===== config.mk =====
export PLATFORM = sky130hd
export DESIGN_NAME = xs_rom_responder
export DESIGN_NICKNAME = d
export VERILOG_FILES = /design/src/rtl/xs_rom_pkg.sv /design/src/rtl/xs_rom_pend_slot.sv /design/src/rtl/xs_rom_responder.sv
export SDC_FILE = /design/constraint.sdc
export NUM_CORES = 1
export LEC_CHECK = 0
export CORE_MARGIN = 5
export CORE_UTILIZATION = 48
export DETAILED_ROUTE_END_ITERATION = 8
export GPL_TIMING_DRIVEN = 0
export PLACE_DENSITY = 0.81
export SYNTH_ARGS = -nofsm -noshare
export SYNTH_HDL_FRONTEND = slang
export SYNTH_HIERARCHICAL = 1
export SYNTH_SLANG_ARGS = --single-unit
export TNS_END_PERCENT = 100

===== constraint.sdc =====
create_clock -name clk -period 3.7 [get_ports clk]
set_input_delay 0.555 -clock clk [delete_from_list [all_inputs] [get_ports clk]]
set_output_delay 0.555 -clock clk [all_outputs]
set_load 0.02 [all_outputs]

===== src/rtl/xs_rom_pkg.sv =====
`default_nettype none
// ============================================================================
// Module   : xs_rom_pkg
// Purpose  : Shared types, default widths and address mapping for the tile
//            ROM responder.
// Revision : 1.0 - initial release
// ============================================================================
package xs_rom_pkg;

  localparam int DEF_ADDR_WIDTH     = 14;
  localparam int DEF_DATA_WIDTH     = 16;
  localparam int DEF_SDR_ADDR_WIDTH = 24;
  localparam int DEF_TIMEOUT_CYCLES = 64;

  typedef enum logic [1:0] {
    IDLE  = 2'd0,
    ISSUE = 2'd1,
    WAIT  = 2'd2
  } rom_rsp_state_t;

  // Caller truncates to its SDRAM address width, giving modulo wrap.
  function automatic logic [31:0] map_addr(input logic [31:0] base,
                                           input logic [31:0] addr);
    return base + addr;
  endfunction

endpackage : xs_rom_pkg
`default_nettype wire


===== src/rtl/xs_rom_pend_slot.sv =====
`default_nettype none
// ============================================================================
// Module   : xs_rom_pend_slot
// Purpose  : Depth-1, latest-wins pending request register with an
//            equality compare against the in-flight address.
// Revision : 1.0 - initial release
// ============================================================================
module xs_rom_pend_slot #(
  parameter int ADDR_WIDTH = 14
) (
  input  logic                  clk,
  input  logic                  rst_n,
  input  logic                  set,
  input  logic [ADDR_WIDTH-1:0] set_addr,
  input  logic                  clr,
  input  logic [ADDR_WIDTH-1:0] cmp_addr,
  output logic                  pend,
  output logic [ADDR_WIDTH-1:0] pend_addr,
  output logic                  match
);

  logic                  pend_q, pend_d;
  logic [ADDR_WIDTH-1:0] addr_q, addr_d;

  always_comb begin
    pend_d = pend_q;
    addr_d = addr_q;
    if (set) begin
      pend_d = 1'b1;
      addr_d = set_addr;
    end
    if (clr) begin
      pend_d = 1'b0;
    end
  end

  always_ff @(posedge clk or negedge rst_n) begin
    if (!rst_n) begin
      pend_q <= 1'b0;
      addr_q <= '0;
    end else begin
      pend_q <= pend_d;
      addr_q <= addr_d;
    end
  end

  // A strobe in the current cycle is visible as already pending.
  assign pend      = pend_q | set;
  assign pend_addr = set ? set_addr : addr_q;
  assign match     = (pend_addr == cmp_addr);

endmodule : xs_rom_pend_slot
`default_nettype wire


===== src/rtl/xs_rom_responder.sv =====
`default_nettype none
// ============================================================================
// Module   : xs_rom_responder
// Purpose  : Turns tile ROM request strobes into SDRAM reads and returns the
//            latest completed word.
// Revision : 1.0 - initial release
// ============================================================================
module xs_rom_responder
  import xs_rom_pkg::*;
#(
  parameter int                      ADDR_WIDTH     = DEF_ADDR_WIDTH,
  parameter int                      DATA_WIDTH     = DEF_DATA_WIDTH,
  parameter int                      SDR_ADDR_WIDTH = DEF_SDR_ADDR_WIDTH,
  parameter logic [SDR_ADDR_WIDTH-1:0] BASE_ADDR    = '0,
  parameter int                      TIMEOUT_CYCLES = DEF_TIMEOUT_CYCLES
) (
  input  logic                      clk,
  input  logic                      RSTn,
  input  logic                      ROM_req,
  input  logic [ADDR_WIDTH-1:0]     req_ROM_addr,
  output logic [DATA_WIDTH-1:0]     ROM_data,
  output logic                      ROM_valid,
  output logic                      sdr_req,
  output logic [SDR_ADDR_WIDTH-1:0] sdr_addr,
  input  logic                      sdr_ack,
  input  logic                      sdr_rdy,
  input  logic [DATA_WIDTH-1:0]     sdr_data,
  output logic                      busy,
  output logic                      err_timeout
);

  localparam int c_tcnt_w = (TIMEOUT_CYCLES > 1) ? $clog2(TIMEOUT_CYCLES) : 1;
  localparam logic [c_tcnt_w-1:0] c_tcnt_max = c_tcnt_w'(TIMEOUT_CYCLES - 1);

  rom_rsp_state_t            state_q, state_d;
  logic [DATA_WIDTH-1:0]     rom_data_q, rom_data_d;
  logic                      rom_valid_q, rom_valid_d;
  logic                      sdr_req_q, sdr_req_d;
  logic [SDR_ADDR_WIDTH-1:0] sdr_addr_q, sdr_addr_d;
  logic                      busy_q, busy_d;
  logic                      err_q, err_d;
  logic [ADDR_WIDTH-1:0]     inflight_q, inflight_d;
  logic [c_tcnt_w-1:0]       tcnt_q, tcnt_d;

  logic                      pend_set, pend_clr, pend, pend_match;
  logic [ADDR_WIDTH-1:0]     pend_addr, issue_addr;
  logic [SDR_ADDR_WIDTH-1:0] mapped_addr;

  assign pend_set    = ROM_req && (state_q != IDLE);
  assign issue_addr  = ROM_req ? req_ROM_addr : pend_addr;
  assign mapped_addr = SDR_ADDR_WIDTH'(map_addr(32'(BASE_ADDR), 32'(issue_addr)));

  xs_rom_pend_slot #(
    .ADDR_WIDTH (ADDR_WIDTH)
  ) u_pend (
    .clk       (clk),
    .rst_n     (RSTn),
    .set       (pend_set),
    .set_addr  (req_ROM_addr),
    .clr       (pend_clr),
    .cmp_addr  (inflight_q),
    .pend      (pend),
    .pend_addr (pend_addr),
    .match     (pend_match)
  );

  always_comb begin
    state_d     = state_q;
    rom_data_d  = rom_data_q;
    rom_valid_d = 1'b0;
    sdr_req_d   = sdr_req_q;
    sdr_addr_d  = sdr_addr_q;
    err_d       = err_q;
    inflight_d  = inflight_q;
    tcnt_d      = tcnt_q;
    pend_clr    = 1'b0;

    case (state_q)
      IDLE: begin
        // A fresh strobe supersedes whatever was parked in the slot.
        if (ROM_req || pend) begin
          state_d    = ISSUE;
          inflight_d = issue_addr;
          sdr_addr_d = mapped_addr;
          sdr_req_d  = 1'b1;
          pend_clr   = 1'b1;
        end
      end
      ISSUE: begin
        if (sdr_ack) begin
          sdr_req_d = 1'b0;
          tcnt_d    = '0;
          state_d   = WAIT;
        end
      end
      WAIT: begin
        tcnt_d = tcnt_q + 1'b1;
        if (sdr_rdy) begin
          state_d = IDLE;
          // Data for a superseded address is dropped; the slot re-issues.
          if (!pend || pend_match) begin
            rom_data_d  = sdr_data;
            rom_valid_d = 1'b1;
            pend_clr    = pend;
          end
        end else if (tcnt_q == c_tcnt_max) begin
          err_d   = 1'b1;
          state_d = IDLE;
        end
      end
      default: begin
        state_d   = IDLE;
        sdr_req_d = 1'b0;
      end
    endcase

    busy_d = (state_d != IDLE);
  end

  always_ff @(posedge clk or negedge RSTn) begin
    if (!RSTn) begin
      state_q     <= IDLE;
      rom_data_q  <= '0;
      rom_valid_q <= 1'b0;
      sdr_req_q   <= 1'b0;
      sdr_addr_q  <= '0;
      busy_q      <= 1'b0;
      err_q       <= 1'b0;
      inflight_q  <= '0;
      tcnt_q      <= '0;
    end else begin
      state_q     <= state_d;
      rom_data_q  <= rom_data_d;
      rom_valid_q <= rom_valid_d;
      sdr_req_q   <= sdr_req_d;
      sdr_addr_q  <= sdr_addr_d;
      busy_q      <= busy_d;
      err_q       <= err_d;
      inflight_q  <= inflight_d;
      tcnt_q      <= tcnt_d;
    end
  end

  assign ROM_data    = rom_data_q;
  assign ROM_valid   = rom_valid_q;
  assign sdr_req     = sdr_req_q;
  assign sdr_addr    = sdr_addr_q;
  assign busy        = busy_q;
  assign err_timeout = err_q;

endmodule : xs_rom_responder
`default_nettype wire


==> flow_metrics.py, run 1 <==
metrics = {
    "clock_network": {
        "cts.hold.buffers_added": 0,
        "post_cts_resized": 0,
        "cts_tree": "yes",
        "cts_sinks": 57,
        "clock-root-buffer": "clkbuf_8",
        "postCtsSetupBuffers": 0,
        "clk_path_buf_depth": 2,
        "insertion_delay_ns": 0.32,
        "numCtsBuffers": 9,
        "cts_htree_levels": 3,
        "clk_pin_slew_worst_paths_ns": 0.06,
    },
    "synthesis": {
        "synthCells": 198,
        "ys_top_cells_by_area": "dfrtp_1, mux2_2, mux2_4, xnor2_1, buf_4",
        "synth_warnings": 6,
        "synth_top_area_cell": "dfrtp_1",
        "synth_area_mm2": 0.00276,
        "avgSynthCellArea_um2": 13.9,
        "synth-seq-area-share_pct": 51.7,
        "ys_ff_latch": 57,
        "yosysTopAreaCellShare_pct": 51.7,
        "synth.distinct_cells": 36,
    },
    "finish": {
        "num-fill-cells": 404,
        "syn_to_final_growth_pct": 37.0,
        "drive_gt1_share_pct": 34.4,
        "antenna_cells": 0,
        "final_net_count": 322,
        "final_core_util_pct": 68.2,
    },
    "sta": {
        "min_period_ns": 3.15,
        "rsz0062_at_grt": "false",
        "maxSlewViolCount": 0,
        "hold_violations": 0,
        "post-route-period-util_pct": 85.0,
        "slew_headroom_pct": 64.2,
        "setup_viol": 0,
        "skew_ns": 0.00495,
        "finalSetupTns_ns": 0,
        "worst_pin_slew_ns": 0.538,
        "timing.fmax_mhz": 318,
    },
    "die": {
        "num_rows": 27,
        "initial_core_util_pct": 49.8,
        "core_area_mm2": 0.00554,
        "dieArea_mm2": 0.00736,
        "die_height_um": 85.8,
        "die_w_um": 85.8,
        "num_io_pins": 79,
    },
    "pwr": {
        "p_per_area_mw_per_mm2": 865,
        "peakVddDrop_uv": 558,
        "leakagePower_uw": 0.00165,
    },
    "detailed_routing": {
        "viasPerCell": 4.98,
        "drtIter0Drc": 42,
        "drc_errors": 0,
        "drt-total-wl_um": 5400,
        "wl_per_cell_um": 14.9,
        "vias": 1809,
        "ant_nets": 0,
        "drt_pass1_iterations": 4,
    },
    "outcome": {
        "status": "complete, no violations",
    },
    "setup_path": {
        "reg2reg_depth": 13,
        "endpoint_kind": "register",
        "cp-start-kind": "primary input",
        "arrival_ns": 3.35,
        "path_max_fanout": 10,
        "worst-setup-path-type": "primary input to register",
        "required_ns": 3.90,
    },
    "job": {
        "cap_violations": 0,
    },
    "place": {
        "gp_congestion": 0.788,
        "port_buffers": 67,
        "dpl.hpwl_um": 3950,
    },
    "global_route": {
        "grt_pass1_wl_um": 8960,
        "grt_pass1_vias": 1851,
        "grt_max_degree": 35,
        "antenna_found_initial": 0,
        "grt_util_all_layers_pct": 15.8,
        "grt-ovfl-total": 0,
    },
    "hold_path": {
        "min_path_type": "primary input to async pin",
    },
}
==> final timing paths <==
| path | from | to | slack [ns] |
|---|---|---|---|
| setup / recovery | ROM_req | ROM_data[1]$_DFFE_PN0P_ | 0.55 |
| hold / removal | RSTn | inflight_q[10]$_DFFE_PN0P_ | 0.21 |
| setup reg to reg | state_q[0]$_DFF_PN0_ | ROM_data[1]$_DFFE_PN0P_ | 0.73 |
| hold reg to reg | err_timeout$_DFFE_PN0P_ | err_timeout$_DFFE_PN0P_ | 0.46 |
| max in group asynchronous | RSTn | ROM_data[3]$_DFFE_PN0P_ | 2.93 |
| min in group clk | err_timeout$_DFFE_PN0P_ | err_timeout$_DFFE_PN0P_ | 0.46 |
==> sequential cells by signal, summed over array words and instances (netlist names) <==
register and cells:
ROM_valid 1, tcnt_q 6, state_q 2, err_timeout 1, u_pend/addr_q 14, inflight_q 14, u_pend/pend_q 1, sdr_req 1
ROM_data 16, busy 1
==> cells in the final DEF (no fill, tap or decap), drive strengths merged, types with 2 or more instances in the layout <==
cell type and instances:
nand4 4, clkdlybuf4s50 66, nor2 2, nor2b 2
nand3 7, buf 20, nand2b 3, o21a 2
mux2 58, xnor2 14, nand2 8, dfrtp 57
o21ai 3, clkbuf 16, a21o 2, a21oi 2
nand3b 2, conb 10
==> critical path, stage by stage <==
cell and delay (ns):
buf_2 0.18, buf_2 0.30, o21a_1 0.18, buf_6 0.13, buf_12 0.14, mux2_4 0.32, xnor2_1 0.14, nand4_1 0.16
nor4_2 0.32, nand2b_1 0.16, and3_4 0.19, buf_8 0.13, buf_12 0.14, mux2_4 0.30
==> per-stage QoR <==
| step | power, uW | hold slack (ns) | setup slack (ns) | cell area (um^2) | instances |
|---|---|---|---|---|---|
| floorplan | 2140 | 0.259 | 0.606 | 2790 | 207 |
| global placement | 2670 | 0.449 | 0.232 | 3550 | 346 |
| detailed placement | 2710 | 0.454 | 0.213 | 3570 | 347 |
| CTS | 3310 | 0.220 | 0.527 | 3780 | 363 |
| global route | 3470 | 0.246 | 0.432 | 3780 | 363 |
| finish | 3270 | 0.210 | 0.554 | 3780 | 363 |
==> power breakdown <==
| group | switching [uW] | internal (uW) |
|---|---|---|
| Combinational | 703 | 902 |
| Clock | 228 | 352 |
| Sequential | 172 | 911 |
==> synth_stat cells <==
cell type / instances
nor2_1: 2
o311ai_0: 1
o21bai_1: 1
clkbuf_1: 1
nor2b_4: 1
nand2_1: 8
dfrtp_1: 57
nor2b_1: 1
o41ai_1: 1
a21oi_1: 2
o21ai_0: 3
ha_1: 1
nor3_4: 1
buf_4: 10
buf_8: 1
mux2_2: 43
buf_12: 2
mux2i_1: 1
xnor2_2: 1
o21a_1: 2
or2_2: 1
a21o_1: 2
nand3_1: 7
nand3b_1: 2
a41o_1: 1
mux2_4: 15
nand2b_1: 3
or3_1: 1
xnor2_1: 13
nand4_1: 4
buf_2: 4
buf_6: 1
nor3b_1: 1
and3_4: 1
conb_1: 1
nor4_2: 1
==> cell families after synthesis <==
group	after synthesis	synth area share, %
AND/OR/NAND/NOR	34	7.66
adder cells (fa/ha/maj)	1	0.453
AO/OA/AOI/OAI	13	3.27
buffers and inverters	19	5.99
XOR/XNOR	14	4.72
flip-flops	57	51.7
other	1	0.136
multiplexers	59	26.1
==> metal layers <==
metal | track usage [%] | wire, um
met5 | 0 | 0
met4 | 6.91 | 86
met3 | 5.28 | 447
met2 | 24.9 | 2420
met1 | 19.9 | 2450
==> area by class of cell <==
class,count,area (um^2),area share [%]
clock buffers,15,206,5.46
well taps,72,90.1,2.38
flip-flops and latches,57,1430,37.7
plain buffers,19,165,4.37
multi-input cells,131,1200,31.8
repair buffers,68,686,18.1
clock inverters,1,5.00,0.132
(Power assumes the default switching activity.)
==> run 2, diff against run 1 <==
--- a/config.mk
+++ b/config.mk
@@ -10,6 +10,7 @@
 export DETAILED_ROUTE_END_ITERATION = 8
 export GPL_TIMING_DRIVEN = 0
 export PLACE_DENSITY = 0.81
+export REMOVE_ABC_BUFFERS = 1
 export SYNTH_ARGS = -nofsm -noshare
 export SYNTH_HDL_FRONTEND = slang
 export SYNTH_HIERARCHICAL = 1
==> flow_metrics.py, run 2 (synthesis gave the netlist of run 1 again) <==
metrics = {
    "die": {
        "num_rows": 27,
        "num_io_pins": 79,
        "core_area_mm2": 0.00554,
        "die_height_um": 85.8,
        "initial_core_util_pct": 49.8,
        "die_w_um": 85.8,
        "dieArea_mm2": 0.00736,
    },
    "detailed_routing": {
        "met1_length_um": 2330,
        "wl_per_cell_um": 15.4,
        "drt-total-wl_um": 5310,
        "drt_pass1_iterations": 4,
        "drc_errors": 0,
        "met2WireLength_um": 2560,
        "viasPerCell": 5.01,
        "routed-wl-met3_um": 346,
        "ant_nets": 0,
        "top_layer": "met4",
        "drtIter0Drc": 52,
        "vias": 1729,
    },
    "clock_network": {
        "clock-root-buffer": "clkbuf_8",
        "cts_tree": "yes",
        "insertion_delay_ns": 0.33,
        "cts.hold.buffers_added": 0,
        "clk_pin_slew_worst_paths_ns": 0.06,
        "cts_sinks": 57,
        "cts_htree_levels": 3,
        "clk_path_buf_depth": 2,
        "numCtsBuffers": 9,
    },
    "place": {
        "port_buffers": 68,
        "gp_congestion": 0.732,
        "dpl.hpwl_um": 3750,
    },
    "pwr": {
        "p_per_area_mw_per_mm2": 892,
        "peakVddDrop_uv": 548,
        "leakagePower_uw": 0.00155,
        "report.power.total_uw": 3230,
    },
    "finish": {
        "final_net_count": 304,
        "antenna_cells": 0,
        "layout.cells.most_common": "clkdlybuf4s50_1",
        "drive_gt1_share_pct": 30.0,
        "syn_to_final_growth_pct": 31.4,
        "largest_reg_flops": 16,
        "final_cell_mix": "clkdlybuf4s50_1, dfrtp_1, mux2_2, mux2_4, xnor2_1",
    },
    "global_route": {
        "grt_util_all_layers_pct": 16.0,
        "grt-ovfl-total": 0,
        "grt_pass1_wl_um": 9030,
        "grt_pass1_vias": 1837,
        "grt_max_degree": 35,
        "antenna_found_initial": 0,
    },
    "setup_path": {
        "cp_common_cell": "mux2_2",
        "cp-start-kind": "primary input",
        "required_ns": 3.91,
        "path_max_fanout": 17,
        "critical_path.max_stage_delay_ns": 0.52,
        "arrival_ns": 3.44,
        "r2r_start": "state_q[0]$_DFF_PN0_",
        "endpoint_kind": "register",
        "timing.critical_path.cells": "clkbuf_2, o21a_2, mux2_2, xnor2_1, nand4_1, nor4_2, nand2b_1, and3_4, mux2_2",
        "worst-setup-path-type": "primary input to register",
        "timing.rr.end": "ROM_data[8]$_DFFE_PN0P_",
        "reg2reg_setup_slack_ns": 0.55,
        "reg2reg_depth": 8,
        "slowest_stage": "o21a_2",
    },
    "sta": {
        "skew_ns": 0.00879,
        "finalSetupTns_ns": 0,
        "slew_headroom_pct": 44.9,
        "worst_pin_slew_ns": 0.824,
        "hold_violations": 0,
        "timing.fmax_mhz": 310,
        "rsz0062_at_grt": "false",
        "setup_viol": 0,
        "min_period_ns": 3.22,
        "post-route-period-util_pct": 87.1,
        "maxSlewViolCount": 0,
    },
    "hold_path": {
        "min_path_type": "primary input to async pin",
    },
    "job": {
        "cap_violations": 0,
    },
    "outcome": {
        "status": "complete, no violations",
    },
}
==> run 2: changes by cell type in the layout (fill, tap and decap cells not counted), moves of 3 or more <==
cell | previous run | this run
buf_2 | 5 | 1
buf_4 | 10 | 0
buf_12 | 3 | 0
clkbuf_8 | 15 | 12
==> run 2: critical path, delay by kind of cell <==
family | cells | cell delay (ns)
and+or+nand+nor | 4 | 1.02
muxes | 2 | 0.79
AOI/OAI and AO/OA | 1 | 0.52
buffers and inverters | 1 | 0.35
xor gates and xnor gates | 1 | 0.18
==> run 2: how the worst max path moves through the flow <==
stage	startpoint	endpoint	slack, ns
floorplan	ROM_req	ROM_data[10]$_DFFE_PN0P_	0.79
global placement	ROM_req	ROM_data[10]$_DFFE_PN0P_	-0.75
detailed placement	ROM_req	ROM_data[8]$_DFFE_PN0P_	-0.81
CTS	ROM_req	ROM_data[8]$_DFFE_PN0P_	0.07
global route	ROM_req	ROM_data[10]$_DFFE_PN0P_	0.28
finish	ROM_req	ROM_data[8]$_DFFE_PN0P_	0.48
==> run 2: where the power goes <==
group / internal [uW] / total [uW] / switching [uW]
Sequential: 912 / 1100 / 188
Clock: 366 / 602 / 236
Combinational: 859 / 1530 / 672
Total: 2140 / 3230 / 1100
==> run 2: cell type report <==
cell class	count	area, um^2
clock buffers	14	173
clock inverters	2	35.0
fillers	456	1920
multi-input cells	131	1200
flip-flops and latches	57	1430
well taps	72	90.1
repair buffers	69	698
==> run 2: repair_timing <==
item / 4_1_cts / 5_1_grt
endpoints found under the setup margin: 17 / 16
gates resized for setup: 2 / 2
endpoints found under the hold margin: 0 / 0
buffers inserted: 0 / 0
==> run 2: routing by layer <==
layer,track usage [%],vias up
li1,-,821
met1,20.1,852
met2,24.2,49
met3,6.05,7
met4,8.20,0
met5,0,-
==> run 2: per-stage QoR <==
step / cells / utilization (%) / cell area (um^2) / worst slack [ns] / hold slack [ns]
global route: 345 / 65.4 / 3620 / 0.285 / 0.360
detailed placement: 329 / 61.7 / 3420 / -0.808 / 0.478
CTS: 345 / 65.5 / 3630 / 0.0662 / 0.326
floorplan: 188 / - / 2630 / 0.789 / 0.259
global placement: 328 / 61.3 / 3400 / -0.751 / 0.444
finish: 345 / 65.4 / 3620 / 0.476 / 0.312
